==> config.mk <==
export PLATFORM = sky130hd
export DESIGN_NAME = fp16_normalize_round
export DESIGN_NICKNAME = d
export VERILOG_FILES = /design/src/rtl/fp16_normalize_round.sv
export SDC_FILE = /design/constraint.sdc
export NUM_CORES = 1
export LEC_CHECK = 0
export CORE_MARGIN = 2
export CORE_UTILIZATION = 40
export DETAILED_ROUTE_END_ITERATION = 6
export SLEW_MARGIN = 10
export SYNTH_ARGS = -nofsm -noshare
export SYNTH_HDL_FRONTEND = slang
export SYNTH_SLANG_ARGS = --single-unit
==> constraint.sdc <==
create_clock -name clk -period 3 [get_ports clk]
set_clock_uncertainty 0.05 [all_clocks]
set_input_delay 0.45 -clock clk [delete_from_list [all_inputs] [get_ports clk]]
set_output_delay 0.45 -clock clk [all_outputs]
set_load 0.05 [all_outputs]
==> src/rtl/fp16_normalize_round.sv <==
// Post-adder normalize / round-to-nearest-even / pack stage for half precision.
// Define FP16_NORM_FAST_EN for single-cycle normalization via leading-zero count.
module fp16_normalize_round (
    input  logic        clk,
    input  logic        rst,
    input  logic        in_valid,
    output logic        in_ready,
    input  logic [10:0] Rm,
    input  logic        carry,
    input  logic        arround,
    input  logic [4:0]  exp_in,
    input  logic        sign_in,
    output logic        out_valid,
    input  logic        out_ready,
    output logic [15:0] result,
    output logic        inexact,
    output logic        overflow
);
    typedef enum logic [1:0] {IDLE, NORM, ROUND, DONE} state_t;

    state_t      state, state_nxt;
    logic [11:0] m, m_nxt;
    logic [5:0]  e, e_nxt;
    logic        g, g_nxt, s, s_nxt, sgn, sgn_nxt;
    logic [15:0] res_nxt;
    logic        inx_nxt, ovf_nxt;

    // rounding datapath, only consumed in ROUND
    logic        inc;
    logic [11:0] sum;
    logic [10:0] mant;
    logic [5:0]  er;
    logic [15:0] packed_res;

`ifdef FP16_NORM_FAST_EN
    logic [3:0] lz, sh;
    logic [5:0] emax;

    always_comb begin
        lz = 4'd11;
        for (int i = 0; i <= 10; i++)
            if (m[i]) lz = 4'(10 - i);
        emax = e - 6'd1;
        sh   = ({2'b0, lz} <= emax) ? lz : emax[3:0];
    end
`endif

    always_comb begin
        inc = g & (s | m[0]);
        sum = {1'b0, m[10:0]} + {11'b0, inc};
        if (sum[11]) begin
            mant = sum[11:1];
            er   = e + 6'd1;
        end else begin
            mant = sum[10:0];
            er   = e;
        end
        // a subnormal that rounds up to 0x400 picks up exponent 1 through mant[10]
        if (er >= 6'd31)
            packed_res = {sgn, 5'h1f, 10'h0};
        else if (mant == 11'd0)
            packed_res = 16'h0000;
        else
            packed_res = {sgn, mant[10] ? er[4:0] : 5'd0, mant[9:0]};
    end

    always_comb begin
        state_nxt = state;
        m_nxt     = m;
        e_nxt     = e;
        g_nxt     = g;
        s_nxt     = s;
        sgn_nxt   = sgn;
        res_nxt   = result;
        inx_nxt   = inexact;
        ovf_nxt   = overflow;
        case (state)
            IDLE: if (in_valid) begin
                m_nxt     = {carry, Rm};
                e_nxt     = (exp_in == 5'd0) ? 6'd1 : {1'b0, exp_in};
                g_nxt     = 1'b0;
                s_nxt     = arround;
                sgn_nxt   = sign_in;
                state_nxt = NORM;
            end
            NORM: begin
                // e == 31 only from the load; ROUND saturates it to infinity
                if (e == 6'd31) begin
                    state_nxt = ROUND;
                end else if (m[11]) begin
                    m_nxt     = {1'b0, m[11:1]};
                    g_nxt     = m[0];
                    s_nxt     = s | g;
                    e_nxt     = e + 6'd1;
                    state_nxt = ROUND;
                end else if (m == 12'd0 || m[10] || e == 6'd1) begin
                    state_nxt = ROUND;
                end else begin
`ifdef FP16_NORM_FAST_EN
                    m_nxt     = {m[10:0], g} << (sh - 4'd1);
                    e_nxt     = e - {2'b0, sh};
                    g_nxt     = 1'b0;
                    state_nxt = ROUND;
`else
                    m_nxt     = {m[10:0], g};
                    g_nxt     = 1'b0;
                    e_nxt     = e - 6'd1;
`endif
                end
            end
            ROUND: begin
                res_nxt   = packed_res;
                inx_nxt   = g | s;
                ovf_nxt   = (er >= 6'd31);
                state_nxt = DONE;
            end
            DONE: if (out_ready) state_nxt = IDLE;
        endcase
    end

    always_ff @(posedge clk or posedge rst) begin
        if (rst) begin
            state    <= IDLE;
            m        <= '0;
            e        <= '0;
            g        <= 1'b0;
            s        <= 1'b0;
            sgn      <= 1'b0;
            result   <= '0;
            inexact  <= 1'b0;
            overflow <= 1'b0;
        end else begin
            state    <= state_nxt;
            m        <= m_nxt;
            e        <= e_nxt;
            g        <= g_nxt;
            s        <= s_nxt;
            sgn      <= sgn_nxt;
            result   <= res_nxt;
            inexact  <= inx_nxt;
            overflow <= ovf_nxt;
        end
    end

    assign in_ready  = (state == IDLE);
    assign out_valid = (state == DONE);
endmodule

Word-level counts from Yosys, hierarchy flattened

Cells that the tools add are included.

Register bits after elaboration: 41
ROM bits: 0
Memories: 0
Bits in writable memories: 0
Latch bits: 0
Logic and storage cells: 71

Add/sub/neg operators: 3
Reductions and logical operators: 12
$lt $le $gt $ge: 1
Shift-type cells: 0
Bitwise gates (word level): 3
Multiply operators: 0
Eq/ne operators: 11
Div/mod/pow operators: 0
Muxes and demuxes: 31

Operator list:

| cell                  | number |
|---|---|
| $mux W12              | 4 |
| $mux W16              | 2 |
| $mux W6               | 5 |
| $pmux W12 S2          | 1 |
| $add A11 B1 Y12       | 1 |
| $logic_not A12 Y1     | 1 |
| $pmux W6 S2           | 1 |
| $logic_not A11 Y1     | 1 |
| $mux W11              | 1 |
| $mux W2               | 5 |
| $mux W5               | 2 |
| $pmux W2 S4           | 1 |
| $reduce_and A4 Y1     | 2 |
| $mux W1               | 7 |
| $add A6 B1 Y6 const B | 1 |
| $eq A6 B1 Y1 const B  | 1 |
| $eq A6 B5 Y1 const B  | 1 |
| $ge A6 B5 Y1 const B  | 1 |
| $ne A2 B2 Y1 const B  | 3 |
| $reduce_and A3 Y1     | 2 |
| $sub A6 B1 Y6 const B | 1 |
| $logic_not A5 Y1      | 1 |
| $eq A2 B2 Y1 const B  | 2 |
| $ne A4 B4 Y1 const B  | 1 |
| other kinds (10)      | 13 |

Logic depth before layout (Yosys ltp)

Word-level depth: 7
Mapped depth: 9
Mapped depth without buffers: 7

Worst setup path after synthesis

OpenSTA, ideal clock, no wires.

Path type: register to register
Start point: register state[0]
End point: register e[0]
Arrival: 2006 ps
Slack: 815 ps
Stages on the path, launching flop included: 9
Path buffers: 1
Data required time: 2822 ps
Path through: dfrtp_1 > inv_1 > ha_1 > mux2i_1 > a21o_1 > o21bai_2 > buf_4 > o21ai_0 > o31ai_1

Word-level cells in the longest chain between the ends: 3
Elaborated cells on any way between the ends: 8

RTL lines:

| element                                                                    | line | source |
|---|---|---|
| from (decl)                                                                | 21   | `state_t state, state_nxt;` |
| from (signal assigned)                                                     | 133  | `state <= state_nxt;` |
| $logic_not A2 Y1 (*)                                                       | -    |  |
| named net in_ready                                                         | 7    | `output logic in_ready,` |
| $ne A2 B2 Y1 (no source line) / $reduce_bool A2 Y1 (equally long branches) | -    |  |
| $reduce_and A4 Y1 (no source line)                                         | -    |  |
| to (signal assigned)                                                       | 135  | `e <= e_nxt;` |
| to (decl)                                                                  | 23   | `logic [5:0] e, e_nxt;` |

The timed path passes the listed nets; every way through them passes the cells marked *.
A chain may end at the register's enable or synchronous reset.

Worst setup path after layout

Start point: register e[0]
End point: register e[2]

Word-level cells in the longest chain between the ends: 5
Elaborated cells on any way between the ends: 12

RTL lines:

| element       | line | source |
|---|---|---|
| $sub A6 B1 Y6 | 107  | `e_nxt = e - 6'd1;` |
| $mux W6       | 96   | `end else if (m == 12'd0 \|\| m[10] \|\| e == 6'd1) begin` |
| $mux W6       | 90   | `end else if (m[11]) begin` |
| $mux W6       | 88   | `if (e == 6'd31) begin` |
| $pmux W6 S2   | 77   | `case (state)` |

Parallel ways exist; a longest one is shown, timed or not. The select of a mux whose other input is x is not followed.

==> summary.md <==
| Metric | Value |
|---|---|
| Initial Utilization | `40.7%` |
| Crit Reg-Reg Startpoint | `e[0]` |
| Number of detailed-route iterations in the first pass | `4` |
| Hold Vio Cnt, Final | `0` |
| Worst min path class | `flip-flop to flip-flop` |
| Mapped Area | `2720 um2` |
| Peak supply drop | `340 uV` |
| Fillers | `657` |
| Sw power | `1910 uW` |
| Synth area leader | `dfrtp_1` |
| All-Layer GR Usage | `17.3%` |
| Hold depth | `1` |
| CTS root buf | `clkbuf_8` |
| Max_cap viols | `0` |
| Initial antenna violation count | `0` |
| Mean Syn Cell Area | `8.94 um2` |
| Worst Setup Path Type | `flip-flop to flip-flop` |
| Hold-fix buffers, CTS | `0` |
| Max Fclk | `409 MHz` |
| Sinks on Clock Net | `41` |
| Initial DRC Count | `172` |
| ANT cells | `0` |
| Ys Warns | `0` |
| Setup ws final | `0.553 ns` |
| Clock slew at reported path FFs | `0.08 ns` |
| Crit start category | `flip-flop` |
| Placed wire-length estimate | `4340 um` |
| Die height | `86.4 um` |
| Reg2Reg Depth | `8` |
| Hold endpoint | `result[13]` |
| Reg-to-reg endpoint | `e[2]` |
| FF-to-FF setup slack | `0.55 ns` |
| Min Tclk post-route | `2.45 ns` |
| Status | `completed` |
| DR vias | `2,219` |
| Total chip power | `3880 uW` |
| Maximum root-to-sink buffer count | `2` |
| Post-CTS repair timing setup buffer count | `0` |
| Worst path arrival time | `2.57 ns` |
| TritonCTS Buffers | `5` |
| Number of synthesized flops with an enable pin | `0` |
| Die Wd | `86.4 um` |
| Wire length per cell | `14.8 um` |
| Die area | `7470 um2` |
| Routed WL | `6120 um` |
| CTS H-tree depth | `2` |
| Net Count, Synth | `334` |
| Top cells by instance count after synthesis | `41 x dfrtp_1, 41 x nand2_1, 38 x o21ai_0` |
| Post-Place Setup Slack | `0.603 ns` |
| Req. time, crit path | `3.13 ns` |
| Final global-route overflow total | `0` |
| Number of I/O port buffers | `42` |
| Area occupied by registers | `1030 um2` |
| Post-DRT Antenna Nets | `0` |
| Max-slew violation count | `0` |
| Maximum fanout along the worst path | `33` |
| Sum of negative setup slack | `0 ns` |
| Fin crit share | `81.6%` |
| Power per cell area | `1200 nW/um2` |
| Predominant post-synthesis flop cell | `dfrtp_1` |
| Synth area leaders | `dfrtp_1 38%, o21ai_0 7.0%, nand2_1 5.7%, mux2i_1 5.5%, ha_1 3.2%` |
| Sequential Power Share | `30.4%` |
| Combinational power share | `57.6%` |
| Netlist cell types | `50` |
| Slew @ Worst Pin | `0.521 ns` |
| # IOs | `43` |
| LEAKAGE | `0.00130 uW` |
| Largest net degree at the start of global routing | `42` |
| Routed vias/inst | `5.37` |
| Final setup viols | `0` |
| Mapped Cells | `304` |
| Area Overhead vs Synth | `18.7%` |
| Setup repair after global routing missed its margin | `false` |
| Sw Ratio | `49.2%` |
| Vias in the first global route | `2,049` |
| Share of cells above drive strength 1 | `9.61%` |
| Power Internal | `1970 uW` |
| Top cell type's share of synthesized area | `37.8%` |
| Final hold slack | `0.456 ns` |
| Area occupied by multi-input gates | `1440 um2` |
| Fraction of registers with async set or reset after synthesis | `100%` |
| HP Start | `result[13]` |
| Core ar. | `6680 um2` |
| Nets | `362` |
| Yosys reg bits | `41` |
| Register area share after synthesis | `37.8%` |
| DRC | `0` |
| Placer Congestion | `0.838` |
| Clk Latency, worst-skew pair | `0.29 ns` |
| Global-route wire length before repair | `10,400 um` |
| Crit end category | `flip-flop` |
| Clock group share of total power | `12.0%` |
| Post_cts resized | `0` |
| Cell row count | `30` |
| Max_slew headroom | `65.2%` |
| CTS tree | `yes` |
-- routing by layer --
layer,vias to the layer above,wire [um],global-route usage [%]
li1,1118,-,-
met4,0,100,6.25
met1,1034,3060,26.4
met2,60,2680,24.8
met3,7,276,2.67
met5,-,0,0
-- final cells by class --
type                       count  area share [%]
sequential                    41            31.8
timing repair buffer          48            14.4
tap                           80            3.10
clock buffer                   7            2.68
clock inverter                 1           0.931
multi-input combinational    216            44.7
inverter                      20            2.33
-- cells by family (layout without fill, tap and decap cells) --
family                   Yosys count  after routing  share of synthesized area, %
XOR/XNOR                          12             12                          4.15
multiplexers                      18             18                          6.77
adder cells (fa/ha/maj)            7              7                          3.22
flip-flops                        41             41                          37.8
AO/OA/AOI/OAI                     87             87                          20.8
AND/OR/NAND/NOR                   92             92                          18.2
buffers and inverters             47             76                          9.12
-- sequential cells by signal, indices dropped and copies added (netlist names) --
name      flops
sgn           1
result       16
m            12
overflow      1
s             1
state         2
e             6
inexact       1
g             1
-- critical path, cell delays in order, from the launching register on --
cell and delay [ns]:
dfrtp_1 0.54, ha_1 0.33, nand3_1 0.18, nor3b_1 0.29, a21o_1 0.26, o21bai_2 0.15
buf_4 0.30, nor2b_1 0.18, a21oi_1 0.05
-- power groups by stage --
stage	Combinational [uW]	Clock (uW)	Sequential (uW)
5_1_grt	2450	506	1230
3_3_place_gp	2200	0	1180
6_report	2230	467	1180
4_1_cts	2250	478	1180
2_1_floorplan	1570	0	1350
3_5_place_dp	2230	0	1190
-- placed cells by master, fill, tap and decap left out, types with 7 or more instances in the layout --
master / n
mux2i_1: 15
a21oi_1: 7
o22ai_1: 10
clkdlybuf4s50_1: 42
nor2_1: 11
o21ai_0: 38
nand3_1: 9
dfrtp_1: 41
ha_1: 7
nand2_1: 41
inv_1: 20
-- through the flow --
stage | util (%) | cell area, um2 | instances
6_report | 48.3 | 3230 | 413
2_1_floorplan | - | 2720 | 304
3_5_place_dp | 46.5 | 3110 | 405
5_1_grt | 48.3 | 3230 | 413
4_1_cts | 48.3 | 3230 | 413
3_3_place_gp | 46.5 | 3110 | 405
-- worst max path at each step --
stage	from	end	slack [ns]	cells after the start
3_5_place_dp	e[0]	e[2]	0.60	8
3_3_place_gp	e[0]	e[2]	0.67	8
2_1_floorplan	state[0]	e[0]	0.82	8
4_1_cts	e[0]	e[2]	0.58	8
6_report	e[0]	e[2]	0.55	8
5_1_grt	e[0]	e[2]	0.27	8
Note: power is estimated with default switching activity, not from simulation.
